## src/rtl/btu_pkg.sv

```systemverilog
// Shared types and default sizing for the branch target unit.
package btu_pkg;

  localparam int unsigned BTU_XLEN      = 32;
  localparam int unsigned BTU_RAS_DEPTH = 8;
  localparam int unsigned BTU_INC       = 4;
  localparam int unsigned OP_W          = 2;

  typedef enum logic [OP_W-1:0] {
    OP_SEQ    = 2'd0,
    OP_JAL    = 2'd1,
    OP_JALR   = 2'd2,
    OP_BRANCH = 2'd3
  } op_t;

  // Only unconditional jumps may carry call/return hints.
  function automatic logic op_is_jump(input op_t op);
    return (op == OP_JAL) || (op == OP_JALR);
  endfunction

endpackage

```

## src/rtl/btu_ras.sv

```systemverilog
// Circular return-address stack. A push when full overwrites the oldest
// entry; push and pop together replace the top entry in place.
module btu_ras
  import btu_pkg::*;
#(
  parameter int unsigned XLEN      = BTU_XLEN,
  parameter int unsigned RAS_DEPTH = BTU_RAS_DEPTH
) (
  input  logic            clk,
  input  logic            rst_n,
  input  logic            push_i,
  input  logic            pop_i,
  input  logic            flush_i,
  input  logic [XLEN-1:0] din_i,
  output logic [XLEN-1:0] top_o,
  output logic            empty_o
);

  localparam int unsigned PTR_W = $clog2(RAS_DEPTH);
  localparam int unsigned CNT_W = $clog2(RAS_DEPTH + 1);

  logic [XLEN-1:0]  stack_q [RAS_DEPTH];
  logic [PTR_W-1:0] ptr_q, ptr_d;
  logic [CNT_W-1:0] cnt_q, cnt_d;
  logic [PTR_W-1:0] top_idx;
  logic [PTR_W-1:0] wr_idx;
  logic             wr_en;
  logic             full;

  assign top_idx = ptr_q - PTR_W'(1);
  assign empty_o = (cnt_q == '0);
  assign full    = (cnt_q == CNT_W'(RAS_DEPTH));
  assign top_o   = stack_q[top_idx];

  // Pointer/count update and write-slot selection.
  always_comb begin
    ptr_d  = ptr_q;
    cnt_d  = cnt_q;
    wr_en  = 1'b0;
    wr_idx = ptr_q;
    if (flush_i) begin
      ptr_d = '0;
      cnt_d = '0;
    end else if (push_i && pop_i && !empty_o) begin
      wr_en  = 1'b1;
      wr_idx = top_idx;
    end else if (push_i) begin
      wr_en = 1'b1;
      ptr_d = ptr_q + PTR_W'(1);
      if (!full) cnt_d = cnt_q + CNT_W'(1);
    end else if (pop_i && !empty_o) begin
      ptr_d = top_idx;
      cnt_d = cnt_q - CNT_W'(1);
    end
  end

  // Pointer and count registers.
  always_ff @(posedge clk or negedge rst_n) begin
    if (!rst_n) begin
      ptr_q <= '0;
      cnt_q <= '0;
    end else begin
      ptr_q <= ptr_d;
      cnt_q <= cnt_d;
    end
  end

  // Stack storage.
  always_ff @(posedge clk or negedge rst_n) begin
    if (!rst_n) begin
      for (int i = 0; i < int'(RAS_DEPTH); i++) stack_q[i] <= '0;
    end else if (wr_en) begin
      stack_q[wr_idx] <= din_i;
    end
  end

endmodule

```

## src/rtl/branch_target_unit.sv

```systemverilog
// Registered next-PC / link computation with return-address prediction,
// presented through a single valid/ready output register.
// Optional: define BTU_MISALIGN_CHECK_EN to flag taken targets with bit 1 set.
module branch_target_unit
  import btu_pkg::*;
#(
  parameter int unsigned XLEN      = BTU_XLEN,
  parameter int unsigned RAS_DEPTH = BTU_RAS_DEPTH,
  parameter int unsigned INC       = BTU_INC
) (
  input  logic            clk,
  input  logic            rst_n,
  input  logic            flush_i,
  input  logic            in_valid_i,
  output logic            in_ready_o,
  input  op_t             op_i,
  input  logic            br_taken_i,
  input  logic            is_call_i,
  input  logic            is_ret_i,
  input  logic [XLEN-1:0] pc_i,
  input  logic [XLEN-1:0] i_imm_i,
  input  logic [XLEN-1:0] j_imm_i,
  input  logic [XLEN-1:0] b_imm_i,
  input  logic [XLEN-1:0] rs1_i,
  output logic            out_valid_o,
  input  logic            out_ready_i,
  output logic [XLEN-1:0] target_o,
  output logic [XLEN-1:0] link_o,
  output logic [XLEN-1:0] ras_pred_o,
  output logic            ras_hit_o,
  output logic            misalign_o
);

  logic            out_valid_q, out_valid_d;
  logic [XLEN-1:0] target_q, target_d;
  logic [XLEN-1:0] link_q, link_d;
  logic [XLEN-1:0] ras_pred_q, ras_pred_d;
  logic            ras_hit_q, ras_hit_d;

  logic [XLEN-1:0] link_c, target_c, ras_pred_c;
  logic            call_c, ret_c, ras_hit_c;
  logic            accept, load;
  logic            ras_push, ras_pop;
  logic [XLEN-1:0] ras_top;
  logic            ras_empty;

  assign in_ready_o = !out_valid_q || out_ready_i;
  assign accept     = in_valid_i && in_ready_o;
  assign load       = accept && !flush_i;
  assign ras_push   = load && call_c;
  assign ras_pop    = load && ret_c;

  // Target adders and op mux; all sums wrap modulo 2^XLEN.
  always_comb begin
    link_c   = pc_i + XLEN'(INC);
    target_c = link_c;
    call_c   = is_call_i && op_is_jump(op_i);
    ret_c    = is_ret_i && op_is_jump(op_i);
    case (op_i)
      OP_JAL:    target_c = pc_i + j_imm_i;
      OP_JALR:   target_c = (rs1_i + i_imm_i) & ~XLEN'(1);
      OP_BRANCH: target_c = br_taken_i ? (pc_i + b_imm_i) : link_c;
      default:   target_c = link_c;
    endcase
  end

  // Prediction reflects the stack before this op updates it.
  always_comb begin
    ras_pred_c = '0;
    ras_hit_c  = 1'b0;
    if (ret_c && !ras_empty) begin
      ras_pred_c = ras_top;
      ras_hit_c  = (ras_top == target_c);
    end
  end

  btu_ras #(
    .XLEN      (XLEN),
    .RAS_DEPTH (RAS_DEPTH)
  ) u_ras (
    .clk     (clk),
    .rst_n   (rst_n),
    .push_i  (ras_push),
    .pop_i   (ras_pop),
    .flush_i (flush_i),
    .din_i   (link_c),
    .top_o   (ras_top),
    .empty_o (ras_empty)
  );

  // Output register next-state: flush wins over accept, accept over drain.
  always_comb begin
    out_valid_d = out_valid_q;
    target_d    = target_q;
    link_d      = link_q;
    ras_pred_d  = ras_pred_q;
    ras_hit_d   = ras_hit_q;
    if (flush_i) begin
      out_valid_d = 1'b0;
    end else if (accept) begin
      out_valid_d = 1'b1;
      target_d    = target_c;
      link_d      = link_c;
      ras_pred_d  = ras_pred_c;
      ras_hit_d   = ras_hit_c;
    end else if (out_ready_i) begin
      out_valid_d = 1'b0;
    end
  end

  // Output register state.
  always_ff @(posedge clk or negedge rst_n) begin
    if (!rst_n) begin
      out_valid_q <= 1'b0;
      target_q    <= '0;
      link_q      <= '0;
      ras_pred_q  <= '0;
      ras_hit_q   <= 1'b0;
    end else begin
      out_valid_q <= out_valid_d;
      target_q    <= target_d;
      link_q      <= link_d;
      ras_pred_q  <= ras_pred_d;
      ras_hit_q   <= ras_hit_d;
    end
  end

  assign out_valid_o = out_valid_q;
  assign target_o    = target_q;
  assign link_o      = link_q;
  assign ras_pred_o  = ras_pred_q;
  assign ras_hit_o   = ras_hit_q;

`ifdef BTU_MISALIGN_CHECK_EN
  logic taken_c;
  logic misalign_q, misalign_d;

  // Taken control transfers landing off a 4-byte boundary.
  always_comb begin
    taken_c    = op_is_jump(op_i) || ((op_i == OP_BRANCH) && br_taken_i);
    misalign_d = misalign_q;
    if (load) misalign_d = taken_c && target_c[1];
  end

  // Misalign flag register, loaded alongside the target.
  always_ff @(posedge clk or negedge rst_n) begin
    if (!rst_n) misalign_q <= 1'b0;
    else        misalign_q <= misalign_d;
  end

  assign misalign_o = misalign_q;
`else
  assign misalign_o = 1'b0;
`endif

endmodule

```

## config.mk

```make
export PLATFORM = sky130hd
export DESIGN_NAME = branch_target_unit
export DESIGN_NICKNAME = d
export VERILOG_FILES = /design/src/rtl/btu_pkg.sv /design/src/rtl/btu_ras.sv /design/src/rtl/branch_target_unit.sv
export SDC_FILE = /design/constraint.sdc
export NUM_CORES = 1
export LEC_CHECK = 0
export BUFFER_PORTS_ARGS = -buffer_cell sky130_fd_sc_hd__buf_2
export CAP_MARGIN = 20
export CORE_MARGIN = 10
export CORE_UTILIZATION = 28
export DETAILED_ROUTE_END_ITERATION = 10
export PLACE_DENSITY = 0.54
export SETUP_SLACK_MARGIN = 0.5
export SLEW_MARGIN = 5
export SYNTH_ARGS = -nofsm -noshare
export SYNTH_HDL_FRONTEND = slang
export SYNTH_SLANG_ARGS = --single-unit
export TNS_END_PERCENT = 30
```

## constraint.sdc

```tcl
create_clock -name clk -period 14.11 [get_ports clk]
set_input_delay 0.7055 -clock clk [delete_from_list [all_inputs] [get_ports clk]]
set_output_delay 0.7055 -clock clk [all_outputs]
set_load 0.02 [all_outputs]
```

# After elaboration in Yosys (flattened, before gate mapping)
# Cells that the tools add are included.
# W data, S select, Z words.
[word_totals]
input_bits = 170
out_inout_bits = 100
word_cells = 85
ff_bits = 361
[op_classes]
n_addsub = 8
muxes = 27
n_eq_ne = 7
reduce_logical = 22
order_cmp = 3
bitwise_logic = 3
[op_table]
columns = ["operator", "count"]
rows = [
  ["$bwmux W256", 1],
  ["$mux W32", 5],
  ["$add A32 B32 Y32", 3],
  ["$bmux W32 S3", 1],
  ["$demux W32 S3", 1],
  ["$pmux W32 S3", 1],
  ["$add A32 B3 Y32 const B", 1],
  ["$eq A32 B32 Y1", 1],
  ["$mux W4", 5],
  ["$mux W3", 6],
  ["$logic_and A1 B1 Y1", 11],
  ["$ge A4 B4 Y1 const B", 2],
  ["$not A3 Y4", 2],
  ["$mux W1", 7],
  ["$reduce_bool A3 Y1", 2],
  ["$add A4 B1 Y4 const B", 1],
  ["$eq A2 B2 Y1 const B", 2],
  ["$eq A4 B4 Y1 const B", 1],
  ["$logic_not A4 Y1", 1],
  ["$lt A4 B1 Y1 const B", 1],
  ["$reduce_and A2 Y1", 2],
  ["$sub A4 B1 Y4 const B", 1],
  ["$add A3 B1 Y3 const B", 1],
  ["$logic_not A1 Y1", 3],
  ["other kinds (7)", 8],
]

# Logic depth before layout (Yosys ltp)
[logic_depth]
ltp_word = 15
depth_mapped = 20
ltp_nobuf = 15

# Hierarchy
# A second synthesis with hierarchy kept.
[unflattened]
cells_unflattened = 2240
hier_area_um2 = 23535.1
[modules_own_cells]
columns = ["module", "seq_area_each_um2", "area_each_um2", "n_inst", "cells_each"]
rows = [
  ["btu_ras", 6581.3, 12339.3, 1, 762],
  ["branch_target_unit", 2452.4, 11195.7, 1, 1478],
]

# Worst setup path before layout
# Ideal clock, no wire load.
[synth_timing]
kind = "reg2reg"
start = "reg u_ras.ptr_q[0]"
end = "reg ras_hit_q (netlist: ras_hit_o)"
t_required_ns = 14.006
n_path_buf = 7
setup_time_ns = 0.104
stages_incl_launch_ff = 21
setup_slack_ns = 8.495
arrival_ns = 5.511
path_cell_list = "dfrtp_1 buf_2 buf_4 buf_2 buf_2 clkbuf_1 inv_1 ha_1 buf_1 clkbuf_1 mux4_2 mux2i_1 xor2_1 nand4_1 a2111o_1 a2111oi_2 nand4_1 nor4_1 nand4_1 or4_1 o41ai_2"
[synth_between]
elab_chain_len = 7
[synth_lines]
columns = ["item", "line_no", "source"]
rows = [
  ["start: declaration", "btu_ras.sv:23", "logic [PTR_W-1:0] ptr_q, ptr_d;"],
  ["start signal: assignment", "btu_ras.sv:63", "ptr_q <= ptr_d;"],
  ["$sub A3 B1 Y3", "btu_ras.sv:30", "assign top_idx = ptr_q - PTR_W'(1);"],
  ["$not A3 Y4 (implied by the code)", "btu_ras.sv:33", "assign top_o = stack_q[top_idx];"],
  ["$bmux W32 S3", "btu_ras.sv:33", ""],
  ["$mux W32 (implied by the code) (2 in series)", "btu_ras.sv:33", ""],
  ["$eq A32 B32 Y1", "branch_target_unit.sv:73", "ras_hit_c = (ras_top == target_c);"],
  ["$mux W1", "branch_target_unit.sv:71", "if (ret_c && !ras_empty) begin"],
  ["end signal: assignment", "branch_target_unit.sv:124", "ras_hit_q <= ras_hit_d;"],
  ["end: declaration", "branch_target_unit.sv:38", "logic ras_hit_q, ras_hit_d;"],
]
# No other way between the ends. The select of a mux whose other input is x is not followed.
# A chain may end at the register's enable or synchronous reset.

# Final worst setup path
# Ends and elaborated chain as after synthesis.

==> results.md <==
- Status: complete, no violations
- Cell Rows: 105
- RSZ-0062 raised after global routing: no
- Slew @ Worst Pin: 1.15 ns
- Hold Fails Final Rpt: 0
- Post-CTS Setup Inserts: 0
- Clock Tree Buf Depth: 3
- Nets: 3041
- Post-Synth XOR/XNOR Area: 3.81%
- Synth Register Bits: 361
- Max-slew headroom: between 20% and 30%
- Die Area: 94100 um^2
- Worst-path clk slew: 0.07 ns
- # Max-Cap Violations: 0
- Peak VDD IR: 0.0825 mV
- Congestion Overflow GR: 0
- DR vias: 20700
- Core box area: 81800 um^2
- Pwr dens: 156 nW/um^2
- Die Y: 307 um
- Register area: ~9000 um^2
- Routability cong.: approximately 0.94
- Netlist cell types: around 90
- Syn Nets: 2847
- Dominant synthesized flop cell: dfrtp_1
- Area grow syn2layout: 16.5%
- Setup TNS: 0 ns
- TritonCTS Buffers: 36
- Total power: 4.17 mW
- Post-synth EDFFs: 0
- Crit path DAT: 6.30 ns
- Pre-antenna DRT Iters: 7
- Pleak: 11.8 nW
- Routed wire per std cell: 23.2 um
- IO Pins: between 200 and 300
- Layout cells sized above 1: 18.2%
- Simple-gate portion of the synthesized area: 17.1%
- Post-Route WL: ~90000 um
- CP Capture Type: flop
- Clk_skew: 0.0315 ns
- Vias in the first global route: 20500
- WP data required: 14.55 ns
- CTS resizes: 0
- Compound-Gate Fraction of Synth Area: about a fifth
- Adder-Cell Fraction of Synth Area: 5.84%
- Port bufs: 268
- DRC Markers: 0
- Post-synthesis average cell area: 8.95 um^2
- Worst min path class: in2async
- CTS H-tree lvls: 2
- Final setup viols: 0
- Largest net degree at the start of global routing: 141
- Post-route ant nets: 0
- Die Span X: ~300 um
- Sequential share of the synthesized area: about two fifths
- First-pass GRT wire length: around 130000 um
- Ys async rst share: 100%
- Tcrit/Tclk final: 41.5%
- Hold_ws: 0.168 ns
- # fillers: ~8600
- Synthesized instance count: 2572
- Hold Buf Count CTS: 0
- Worst setup SP type: flop
- Worst Path Max Fanout: 40
- CTS tree: done
- CTS root buf: clkbuf_16
- Max Clk Rate: 0.171 GHz
- Initial Util: 28.1%
- Mapped Area: about 23000 um^2
- Number of warnings issued by yosys: 0
- Minimum clock period: ~5.9 ns
- Final slew viol count: 0
- Initial antenna violation count: 1
- Clk sink count: 361
- Clock latency on the worst-skew pair: 0.54 ns
- DR vias/cell: 5.37
- Post-detail-place hpwl: 66300 um
- Footprint of the multi-input gates: 13200 um^2
- Initial drt markers: 1636
- Crit Path Category: reg2reg
- Mux share of post-synthesis cell area: 9.21%
- Gr usage total: 18.5%
- Largest family of logic cells by synthesized area: compound AO/OA/AOI/OAI gates
==> final cells by class <==
type | instances | share of cell area [%]
Clock buffer | 45 | 3.67
Multi-Input combinational cell | 2003 | 49.4
Sequential cell | 361 | 33.7
Clock inverter | 18 | 0.933
Timing Repair Buffer | 324 | 6.72
Tap cell | 1070 | 4.99
Antenna cell | 1 | 0.00933
Inverter | 40 | 0.560
==> routing by layer <==
layer	track usage (%)	vias to the layer above	part of all wire [%]
met5	0	-	0
li1	-	9790	-
met4	5.92	0	3.1
met3	3.83	132	6.7
met1	24.7	10200	45
met2	29.5	661	45
==> registers in the layout, indices dropped and copies added (netlist names) <==
name and cells:
u_ras.cnt_q 4, link_o 32, ras_hit_o 1, out_valid_o 1, u_ras.ptr_q 3, u_ras.stack_q 256
target_o 32, ras_pred_o 32
==> synthesized netlist by cell type (all sizes together), types with 31 or more instances <==
library cell | instances | area [um^2]
xnor2 | 59 | 517
nand2 | 382 | 1430
inv | 39 | 146
nand4 | 35 | 225
nor3 | 46 | 235
mux4 | 64 | 1440
nand3 | 49 | 250
mux2i | 43 | 430
a21oi | 239 | 1200
clkbuf | 141 | 531
a21o | 31 | 233
nor2 | 205 | 777
xor2 | 41 | 359
ha | 101 | 1260
dfrtp | 361 | 9030
o21ai | 289 | 1450
==> cells by family after synthesis <==
| group | after synthesis |
|---|---|
| AOI/OAI and AO/OA | 800 |
| muxes | 129 |
| and+or+nand+nor | 868 |
| adders and majority gates | 105 |
| buffers and inverters | 208 |
| xor gates and xnor gates | 100 |
| other | 1 |
| DFF | 361 |
==> critical path, stage by stage (launching register included) <==
cell,delay (ns)
dfrtp_4,0.90
inv_1,0.23
ha_2,0.87
buf_4,0.64
mux4_2,0.40
mux2i_1,0.66
xnor2_1,0.22
a21oi_1,0.15
nand3_1,0.14
o21ai_0,0.17
o2111ai_1,0.11
or4_1,0.50
or4_1,0.44
o41ai_2,0.33
==> path summary, 6_finish.rpt <==
| check | endpoint | slack, ns | cells after the start | from |
|---|---|---|---|---|
| max in group asynchronous | u_ras.ptr_q[0] | 10.93 | 5 | rst_n |
| hold / removal | link_o[27] | 0.17 | 1 | rst_n |
| hold reg to reg | target_o[10] | 0.47 | 2 | target_o[10] |
| setup reg to reg | ras_hit_o | 8.25 | 13 | u_ras.ptr_q[0] |
| min in group clk | out_valid_o | 0.42 | 3 | in_valid_i |
| setup / recovery | ras_hit_o | 8.25 | 13 | u_ras.ptr_q[0] |
==> placed cells by master (no fill, tap or decap), drive strengths merged, types with 15 or more instances in the layout <==
master,instances
o211ai,17
xor2,41
mux4,64
a21o,31
and3,23
and2,16
xnor2,59
nor2,205
mux2,22
nand3,49
or3,15
nand2,382
a31oi,17
nor3,46
nand2b,23
clkbuf,45
o21ai,289
a211oi,26
nand4,35
buf,324
mux2i,43
dfrtp,361
o221ai,15
ha,101
a21oi,239
nor4,17
o21a,18
inv,42
==> stage by stage <==
| step | std cells | setup WS, ns | utilization, % | cell area, um^2 |
|---|---|---|---|---|
| after CTS | 3856 | 8.17 | 32.7 | 26800 |
| after detailed placement | 3793 | 8.16 | 31.2 | 25500 |
| after floorplan | 2572 | 8.50 | - | 23000 |
| after global placement | 3792 | 8.25 | 31.2 | 25500 |
| final | 3862 | 8.25 | 32.8 | 26800 |
| after global routing | 3861 | 7.91 | 32.8 | 26800 |
==> where the power goes <==
part	total, mW	internal, mW	switching (mW)
sequential	1.57	1.37	0.203
combinational	1.57	0.632	0.941
clock	1.03	0.593	0.434
Note: power is estimated with default switching activity, not from simulation.
